File: config.mk
export PLATFORM = sky130hd
export DESIGN_NAME = fetch_stage_flat
export DESIGN_NICKNAME = d
export VERILOG_FILES = /design/src/rtl/fetch_stage_if.sv /design/src/rtl/fetch_stage.sv /design/src/flat_wrapper.sv
export SDC_FILE = /design/constraint.sdc
export NUM_CORES = 1
export LEC_CHECK = 0
export CORE_MARGIN = 8
export CORE_UTILIZATION = 45
export CTS_CLUSTER_DIAMETER = 80
export DETAILED_ROUTE_END_ITERATION = 12
export PLACE_DENSITY = 0.71
export SETUP_SLACK_MARGIN = 0.2
export SYNTH_ARGS = -nofsm -noshare
export SYNTH_HDL_FRONTEND = slang
export SYNTH_SLANG_ARGS = --single-unit
File: constraint.sdc
create_clock -name clk -period 5.9 [get_ports clk]
set_input_delay 1.475 -clock clk [delete_from_list [all_inputs] [get_ports clk]]
set_output_delay 1.475 -clock clk [all_outputs]
set_load 0.01 [all_outputs]
File: src/rtl/fetch_stage_if.sv
// Fetch-stage bus: hazard/redirect controls, instruction-memory port and the F/D payload.
// The master side belongs to fetch_stage; the slave side faces memory, hazard unit, execute and decode.
interface fetch_stage_if #(
    parameter int W    = 16,
    parameter int PC_W = 20
);
    logic              stall;
    logic              branch_taken;
    logic [PC_W-1:0]   branch_target;
    logic [PC_W-1:0]   imem_addr;
    logic [W-1:0]      imem_data;
    logic [2*W-1:0]    fd_data;
    logic              fd_valid;
    logic [PC_W-1:0]   fd_pc;

    modport master (
        input  stall, branch_taken, branch_target, imem_data,
        output imem_addr, fd_data, fd_valid, fd_pc
    );

    modport slave (
        output stall, branch_taken, branch_target, imem_data,
        input  imem_addr, fd_data, fd_valid, fd_pc
    );
endinterface

File: src/rtl/fetch_stage.sv
// Instruction fetch: boots the PC from instruction memory, assembles one/two-word
// instructions into the registered F/D payload, and honours stalls and branch redirects.
module fetch_stage #(
    parameter int              W         = 16,
    parameter int              PC_W      = 20,
    parameter logic [PC_W-1:0] RESET_VEC = '0
) (
    input  logic          clk,
    input  logic          rst,
    fetch_stage_if.master bus
);
    typedef enum logic [1:0] {BOOT, FETCH, IMM} state_t;

    state_t            state, state_n;
    logic [PC_W-1:0]   pc, pc_n;
    logic [W-1:0]      hold_ir, hold_ir_n;
    logic [PC_W-1:0]   hold_pc, hold_pc_n;
    logic [2*W-1:0]    fd_data_n;
    logic              fd_valid_n;
    logic [PC_W-1:0]   fd_pc_n;

    // Zero-extends or truncates the boot word, whichever way the widths differ.
    function automatic logic [PC_W-1:0] boot_pc(input logic [W-1:0] word);
        logic [PC_W+W-1:0] ext;
        ext = {{PC_W{1'b0}}, word};
        return ext[PC_W-1:0];
    endfunction

    assign bus.imem_addr = (state == BOOT) ? RESET_VEC : pc;

    always_ff @(posedge clk or posedge rst) begin
        if (rst) state <= BOOT;
        else     state <= state_n;
    end

    always_comb begin
        state_n    = state;
        pc_n       = pc;
        hold_ir_n  = hold_ir;
        hold_pc_n  = hold_pc;
        fd_data_n  = bus.fd_data;
        fd_valid_n = bus.fd_valid;
        fd_pc_n    = bus.fd_pc;

        unique case (state)
            BOOT: begin
                pc_n       = boot_pc(bus.imem_data);
                fd_valid_n = 1'b0;
                fd_data_n  = '0;
                state_n    = FETCH;
            end
            FETCH: begin
                if (bus.branch_taken) begin
                    pc_n       = bus.branch_target;
                    fd_valid_n = 1'b0;
                    fd_data_n  = '0;
                end else if (!bus.stall) begin
                    pc_n = pc + PC_W'(1);
                    if (bus.imem_data[W-1]) begin
                        // First word of a two-word instruction: park it, emit a bubble.
                        hold_ir_n  = bus.imem_data;
                        hold_pc_n  = pc;
                        fd_valid_n = 1'b0;
                        fd_data_n  = '0;
                        state_n    = IMM;
                    end else begin
                        fd_data_n  = {bus.imem_data, {W{1'b0}}};
                        fd_pc_n    = pc;
                        fd_valid_n = 1'b1;
                    end
                end
            end
            IMM: begin
                if (bus.branch_taken) begin
                    pc_n       = bus.branch_target;
                    hold_ir_n  = '0;
                    fd_valid_n = 1'b0;
                    fd_data_n  = '0;
                    state_n    = FETCH;
                end else if (!bus.stall) begin
                    fd_data_n  = {hold_ir, bus.imem_data};
                    fd_pc_n    = hold_pc;
                    fd_valid_n = 1'b1;
                    pc_n       = pc + PC_W'(1);
                    state_n    = FETCH;
                end
            end
            default: state_n = BOOT;
        endcase
    end

    always_ff @(posedge clk or posedge rst) begin
        if (rst) begin
            pc           <= '0;
            hold_ir      <= '0;
            hold_pc      <= '0;
            bus.fd_data  <= '0;
            bus.fd_valid <= 1'b0;
            bus.fd_pc    <= '0;
        end else begin
            pc           <= pc_n;
            hold_ir      <= hold_ir_n;
            hold_pc      <= hold_pc_n;
            bus.fd_data  <= fd_data_n;
            bus.fd_valid <= fd_valid_n;
            bus.fd_pc    <= fd_pc_n;
        end
    end
endmodule
File: src/flat_wrapper.sv
// flat-port wrapper written by rule: the top's interface ports become plain ports
module fetch_stage_flat 
#(
    parameter int              W         = 16,
    parameter int              PC_W      = 20,
    parameter logic [PC_W-1:0] RESET_VEC = '0
)
  (clk, rst, bus_stall, bus_branch_taken, bus_branch_target, bus_imem_data, bus_imem_addr, bus_fd_data, bus_fd_valid, bus_fd_pc);
  fetch_stage_if #(.W(W), .PC_W(PC_W)) bus_i ();
  input  logic clk;
  input  logic rst;
  input wire logic [$bits(bus_i.stall)-1:0] bus_stall;
  input wire logic [$bits(bus_i.branch_taken)-1:0] bus_branch_taken;
  input wire logic [$bits(bus_i.branch_target)-1:0] bus_branch_target;
  input wire logic [$bits(bus_i.imem_data)-1:0] bus_imem_data;
  output wire logic [$bits(bus_i.imem_addr)-1:0] bus_imem_addr;
  output wire logic [$bits(bus_i.fd_data)-1:0] bus_fd_data;
  output wire logic [$bits(bus_i.fd_valid)-1:0] bus_fd_valid;
  output wire logic [$bits(bus_i.fd_pc)-1:0] bus_fd_pc;
  assign bus_i.stall = bus_stall;
  assign bus_i.branch_taken = bus_branch_taken;
  assign bus_i.branch_target = bus_branch_target;
  assign bus_i.imem_data = bus_imem_data;
  assign bus_imem_addr = bus_i.imem_addr;
  assign bus_fd_data = bus_i.fd_data;
  assign bus_fd_valid = bus_i.fd_valid;
  assign bus_fd_pc = bus_i.fd_pc;
  fetch_stage #(.W(W), .PC_W(PC_W), .RESET_VEC(RESET_VEC)) u_core (.clk(clk), .rst(rst), .bus(bus_i));
endmodule
* Word level (Yosys, flattened, before mapping) *
Index checks and enable logic that the tools add are counted.

storage, ports and cells
  register bits = 111
  output and inout port bits = 73
  logic and storage cells = 66

operators by class
  add/sub/neg operators = 1
  equal/unequal tests = 12
  muxes and demuxes = 33
  bitwise gates (word level) = 2
  reduce and logical (&&, ||, !) cells = 11

operators by type and width
  cell                   count
  $mux 20                8
  $mux 32                4
  $pmux 32 s3            1
  $pmux 20 s2            2
  $mux 16                4
  $pmux 16 s2            1
  $mux 31                1
  $add 20x1->20 const B  1
  $ne 2x2->1 const B     7
  $mux 2                 5
  $reduce_and 4->1       2
  $ne 3x3->1 const B     2
  $pmux 2 s3             1
  $reduce_and 6->1       1
  $mux 1                 5
  $reduce_and 5->1       1
  $reduce_bool 2->1      2
  $ne 3x2->1 const B     1
  $pmux 1 s3             1
  $reduce_and 3->1       1
  $reduce_bool 3->1      1
  $eq 2x1->1 const B     1
  $eq 2x2->1 const B     1
  $logic_not 2->1        1
  other kinds (3)        4

* Logic depth before layout (Yosys ltp) *
  depth in word-level cells = 4
  mapped depth = 10
  depth with buffers taken out = 6

* Least setup slack after synthesis *
OpenSTA, ideal clock, no wires.

  kind = input-to-reg
  from = in bus_stall
  to = reg u_core.hold_ir[0]
  setup time = 0.121 ns
  arrival time = 2.600 ns
  path slack = 3.179 ns
  stages on the path = 7
  path buffers = 3
  cell sequence = buf_4 -> and4bb_1 -> nor2b_1 -> buf_2 -> a31oi_4 -> buf_6 -> a22o_1

on the way
  word-level cells in the longest chain between the ends = 2

ends and longest elaborated chain
  item                        RTL line            source
  start: declaration          flat_wrapper.sv:12  input wire logic [$bits(bus_i.stall)-1:0] bus_stall;
  $ne 2x2->1 (no line)        n/a
  $reduce_and 5->1 (no line)  n/a
  end signal: assignment      fetch_stage.sv:102  hold_ir <= hold_ir_n;
  end: declaration            fetch_stage.sv:16   logic [W-1:0] hold_ir, hold_ir_n;

Every way passes these cells.
A chain may end at the register's enable or synchronous reset.

* Worst setup path after layout *
  from = in bus_branch_taken
  to = reg u_core.bus.fd_data[6]

on the way
  word-level cells in the longest chain between the ends = 2

ends and longest elaborated chain
  item                                                              RTL line              source
  start: declaration                                                flat_wrapper.sv:13    input wire logic [$bits(bus_i.branch_taken)-1:0] bus_branch_taken;
  $ne 3x3->1 (no line), or another cell as far along                n/a
  $reduce_and 3->1 (no line) / $pmux 32 s3 (equally long branches)  n/a
  end signal: assignment                                            fetch_stage.sv:104    bus.fd_data <= fd_data_n;
  end: declaration                                                  fetch_stage_if.sv:18  output imem_addr, fd_data, fd_valid, fd_pc

Parallel ways exist; a longest one is shown, timed or not.

==> flow_summary.ini <==
[die]
die_area_mm2 = 0.01610
core-area_mm2 = 0.01201
start_util = 0.4606
fp.dieH_um = 126.9
std_cell_rows = 40
die_x_um = 126.9
io_pins = 113

[timing]
drv_slew = 0
holdWs_ns = 0.4862
setup_viol = 0
tns_ns = 0
fmax_ghz = 0.2723
rsz0062_at_grt = no
max_slew.worst_pin.slew_ns = 1.138
clock_skew_ns = 0.004760
timing.slew.headroom = 0.2395
hold_viol = 0
layout_worst_path_cycle_share = 0.6225
min_period_ns = 3.673

[power_and_ir_drop]
power_frac_clock = 0.179
vdd_drop_max_mv = 0.2050
seqPwrFrac = 0.380
p_int_mw = 2.107
sw_frac_of_total = 0.3828
p_total_mw = 3.414
p_leak_nw = 2.798
switchingPower_mw = 1.307
combPwrFrac = 0.441
pwr_density_cell_mw_per_mm2 = 490.7

[clocking]
cts_buffer_depth = 2
cts_hold_buf = 0
cts_buffers = 9
clkTransAtPathRegs_ns = 0.07
post_cts_buffers = 0
tritoncts = yes
clock_latency_ns = 0.34
cts_sinks = 111
h-tree-depth = 3
post_cts_resize_count = 0
root_buffer = clkbuf_16

[place]
dp.cells = 757
gp_congestion = 0.8686
dp_hpwl_mm = 10.63
place_area_mm2 = 0.006659
port_buffers = 112

[logic_synthesis]
synthTopCellsByCount = dfrtp_1, nand2_1, a21oi_1
synthCells = 547
syn_area_mm2 = 0.005533
synth_seq_area_share = 0.5020
synth_edf_count = 0
yosysMostFrequentCell = dfrtp_1
yosys_warnings = 0
synth_top_area_share = 0.5020
yosysUniqueCellTypes = 56
syn_area_per_cell_um2 = 10.11
synthFlopType = dfrtp_1
synth_area_leader_cell = dfrtp_1
synthArstFlopShare = 1.000
syn-num-nets = 592
ys_ff_latch = 111
synth_area_leaders = dfrtp_1, mux2i_1, nand2_1

[finish]
antenna_cells = 0
multi_input_area_mm2 = 0.002495
finalInstanceArea_mm2 = 0.006958
num-nets-final = 666
nFillCells = 1014
final_cell_count_no_fill = 772
area_growth_pct = 25.76
register_area_mm2 = 0.002778
drive_above_1_share = 0.07680

[global_route]
track_usage = 0.1891
overflow = 0
grt_max_degree = 82
grt_pass1_wl_mm = 24.58
grt_pass1_vias = 4622
antenna_found_initial = 0

[routing]
route.final.wire_length_mm = 14.98
drt-pass1-iter-count = 5
drc = 0
final_antenna_net_count = 0
routed_via_density = 5.902
wl_per_cell_um = 19.40
drt_iter0_drc = 327
vias = 4556

[job]
cap_viol_max_count = 0

[critical_path]
cp-start-kind = input port
path_max_fanout = 28
critPathKind = in2reg
worstPathArrival_ns = 3.93
worstPathCellList = clkdlybuf4s50_1 -> buf_4 -> nor2b_1 -> and2_1 -> nand2_1 -> o21ai_0
cp_slowest_cell = nor2b_1
critical-path-max-stage-delay_ns = 0.90
required_ns = 6.16
worstSetupEndpointType = flop

[hold_path]
hold_path_class = reg2reg

[run_status]
status = finished, final reports clean
[path summary, 6_finish.rpt]
check                                               startpoint  slack, ns                                  to  cells after the start
worst min-delay path            u_core.hold_ir[15]$_DFFE_PP0P_       0.49      u_core.hold_ir[15]$_DFFE_PP0P_                      1
worst max register to register     u_core.state[1]$_DFFE_PP0P_       2.65           u_core.pc[13]$_DFFE_PP0P_                      6
worst min register to register  u_core.hold_ir[15]$_DFFE_PP0P_       0.49      u_core.hold_ir[15]$_DFFE_PP0P_                      1
worst max-delay path                          bus_branch_taken       2.23   u_core.bus.fd_data[6]$_DFFE_PP0P_                      6
max in group asynchronous                                  rst       3.20    u_core.bus.fd_pc[10]$_DFFE_PP0P_                      3
min in group asynchronous                                  rst       1.70  u_core.bus.fd_data[13]$_DFFE_PP0P_                      2
[sequential cells by signal, indices dropped and copies added, names as in the netlist]
register,flops
u_core.bus.fd_data,32
u_core.hold_ir,16
u_core.bus.fd_pc,20
u_core.hold_pc,20
u_core.bus.fd_valid,1
u_core.pc,20
u_core.state,2
[power by group through the flow]
stage / logic, mW / registers [mW] / clock network, mW
2_1_floorplan: 1.01 / 1.22 / 0
3_3_place_gp: 1.48 / 1.29 / 0
3_5_place_dp: 1.52 / 1.30 / 0
4_1_cts: 1.52 / 1.29 / 0.625
5_1_grt: 1.66 / 1.34 / 0.654
6_report: 1.51 / 1.30 / 0.612
[layout make-up]
type                            instances  share of cell area
Tap cell                              147             0.02643
Timing Repair Buffer                  119              0.1687
Sequential cell                       111              0.3992
Clock buffer                           12             0.03686
Multi-Input combinational cell        373              0.3586
Clock inverter                          3            0.006114
Inverter                                7            0.004136
[logic make-up (layout without fill, tap and decap cells)]
logic type | after synthesis | after routing | synth area share
buf+inv | 63 | 141 | 0.05292
mux | 45 | 45 | 0.08593
compound gates | 178 | 178 | 0.2069
xor+xnor | 7 | 7 | 0.01108
flops | 111 | 111 | 0.5020
fa+ha+maj | 5 | 5 | 0.01131
simple gates | 138 | 138 | 0.1298
[metal layers]
layer,global-route usage,part of all wire,vias to the layer above
met5,0,0,-
met4,0.05668,0.012,0
met3,0.03687,0.045,15
met2,0.3238,0.51,128
met1,0.2362,0.43,2276
li1,-,-,2137
[layout by cell type (no fill, tap or decap), drive strengths merged, types with 3 or more instances in the layout]
cell type and instances:
a21o 4, a21oi 36, a221oi 5, a22o 15, a22oi 16, a31oi 26
and3 5, and4 5, buf 7, clkbuf 12, clkdlybuf4s50 112, dfrtp 111
ha 5, inv 7, mux2 20, mux2i 25, nand2 63, nand2b 3
nand3 7, nand4 5, nor2 8, nor2b 24, nor3 3, nor3b 5
o211ai 4, o21ai 48, o22a 4, o22ai 5, xnor2 3, xor2 4
[critical path, delay by kind of cell]
kind                   cells  cell delay [ns]
and+or+nand+nor            3             1.64
AOI/OAI and AO/OA          1             0.17
buffers and inverters      2             0.63
[metrics by stage]
step,utilization,setup WS (ns)
2_1_floorplan,-,1.494
3_3_place_gp,0.5544,2.004
3_5_place_dp,0.5544,1.843
4_1_cts,0.5793,2.231
5_1_grt,0.5793,1.898
6_report,0.5793,2.227
Power figures use the tool's default switching activity.
==> patch: new RTL, same settings <==
Encoding of `state_t`: now one-hot (3 bits for 3 states).
--- a/src/rtl/fetch_stage.sv
+++ b/src/rtl/fetch_stage.sv
@@ -10,5 +10,5 @@
     fetch_stage_if.master bus
 );
-    typedef enum logic [1:0] {BOOT, FETCH, IMM} state_t;
+    typedef enum logic [2:0] {BOOT = 3'b001, FETCH = 3'b010, IMM = 3'b100} state_t;
 
     state_t            state, state_n;
Formal check against the unedited RTL: no difference found for any inputs over 4 cycles, from zero or initial values and one cycle with rst high; so few cycles prove little.
==> patch against the unedited design <==
Routed wire length increased by 3.3%. Area after synthesis about the same. Power is 5.5% lower. Count of clock-buffer cells in the layout fell by 2. Worst setup slack worse by 0.34 ns. Sequential cell count grew 1. Hold slack worse by 0.012 ns. Core utilization decreased by 0.073 points. Die area about the same. Final area decreased by 0.13%. Critical endpoint is now bus_imem_addr[8].
==> patch: results (changes against the unedited design) <==
Routing
  – Iter 0 DRT Violations: 530 (was 327)
  – Drt wl/cell: 18.7 um (was 19.4 um)

Logic synthesis
  – Xor/xnor cell area share of the yosys netlist: 1.76% (was 1.11%)
  – Post-synthesis cell type count: 61 (was 56)
  – Leading post-synthesis cells by instance count: sky130_fd_sc_hd__nand2_1 (155), sky130_fd_sc_hd__dfrtp_1 (111), sky130_fd_sc_hd__o21ai_0 (49) (was sky130_fd_sc_hd__dfrtp_1 (111), sky130_fd_sc_hd__nand2_1 (63), sky130_fd_sc_hd__a21oi_1 (36))
  – Share of the synthesized area in compound gates (AO/OA/AOI/OAI): 15.4% (was 20.7%)
  – Post-Synthesis Mean Instance Area: 9.28 um^2 (was 10.1 um^2)

Placed design
  – Dpl ws: 2.03 ns (was 1.84 ns)
  – Total placed cells including tap cells: 813 (was 757)
  – Cell area after placement: 0.00665 mm^2 (was 0.00666 mm^2)

Pwr
  – Leakage power of the design: 0.00307 uW (was 0.00280 uW)

Timing
  – Worst slew pin tran: 1.08 ns (was 1.14 ns)
  – Final critical path time including I/O delays and setup: 4.01 ns (was 3.67 ns)
  – Clk_skew: 0.00529 ns (was 0.00476 ns)

Global routing
  – Grt met1 use: 25.4% (was 23.6%)
  – Total track usage: 19.2% (was 18.9%)
  – First-pass GRT wire length: 25100 um (was 24600 um)
  – Global-route track usage on met2: 30.0% (was 32.4%)

Cells and area
  – Count of inverters not on the clock network in the layout: 5 (was 7)
  – Number of fillers in the final layout: 1068 (was 1014)
  – Non-clock buffer contribution to total cell area: 17.1% (was 16.9%)
  – Fraction of area in multi-input gates: 35.3% (was 35.9%)
  – Layout clock buffers: 10 (was 12)
  – Sequential fraction of total cell area: 40.3% (was 39.9%)

Worst setup path
  – CP max stage delay: 0.69 ns (was 0.90 ns)
  – Worst endpoint data arrival time: 2.54 ns (was 3.93 ns)
  – Critical path origin: u_core.state[0] (was bus_branch_taken)

Run status
  – Run status: finished clean (unchanged)
[patch: worst min-delay path by stage]
stage	from	end	slack, ns	cells past startpoint
CTS	u_core.bus.fd_data[6]	u_core.bus.fd_data[6]	0.48	2
floorplan	u_core.hold_pc[0]	u_core.hold_pc[0]	0.45	2
global route	u_core.hold_pc[4]	u_core.hold_pc[4]	0.49	2
global placement	u_core.hold_pc[8]	u_core.hold_pc[8]	0.46	2
detailed placement	u_core.bus.fd_data[6]	u_core.bus.fd_data[6]	0.46	2
finish	u_core.bus.fd_data[6]	u_core.bus.fd_data[6]	0.47	2
[patch: where the power goes]
part           leakage [uW]  switching (uW)  internal (uW)
clock              0.000139             284            332
sequential          0.00146             281           1030
combinational       0.00148             686            616
total               0.00307            1250           1970
[patch: worst max-delay path: cells and delay by family, from the launching register on]
| family | cells | cell delay, ns |
|---|---|---|
| buf+inv | 1 | 0.49 |
| flops | 1 | 0.68 |
| simple gates | 2 | 1.02 |
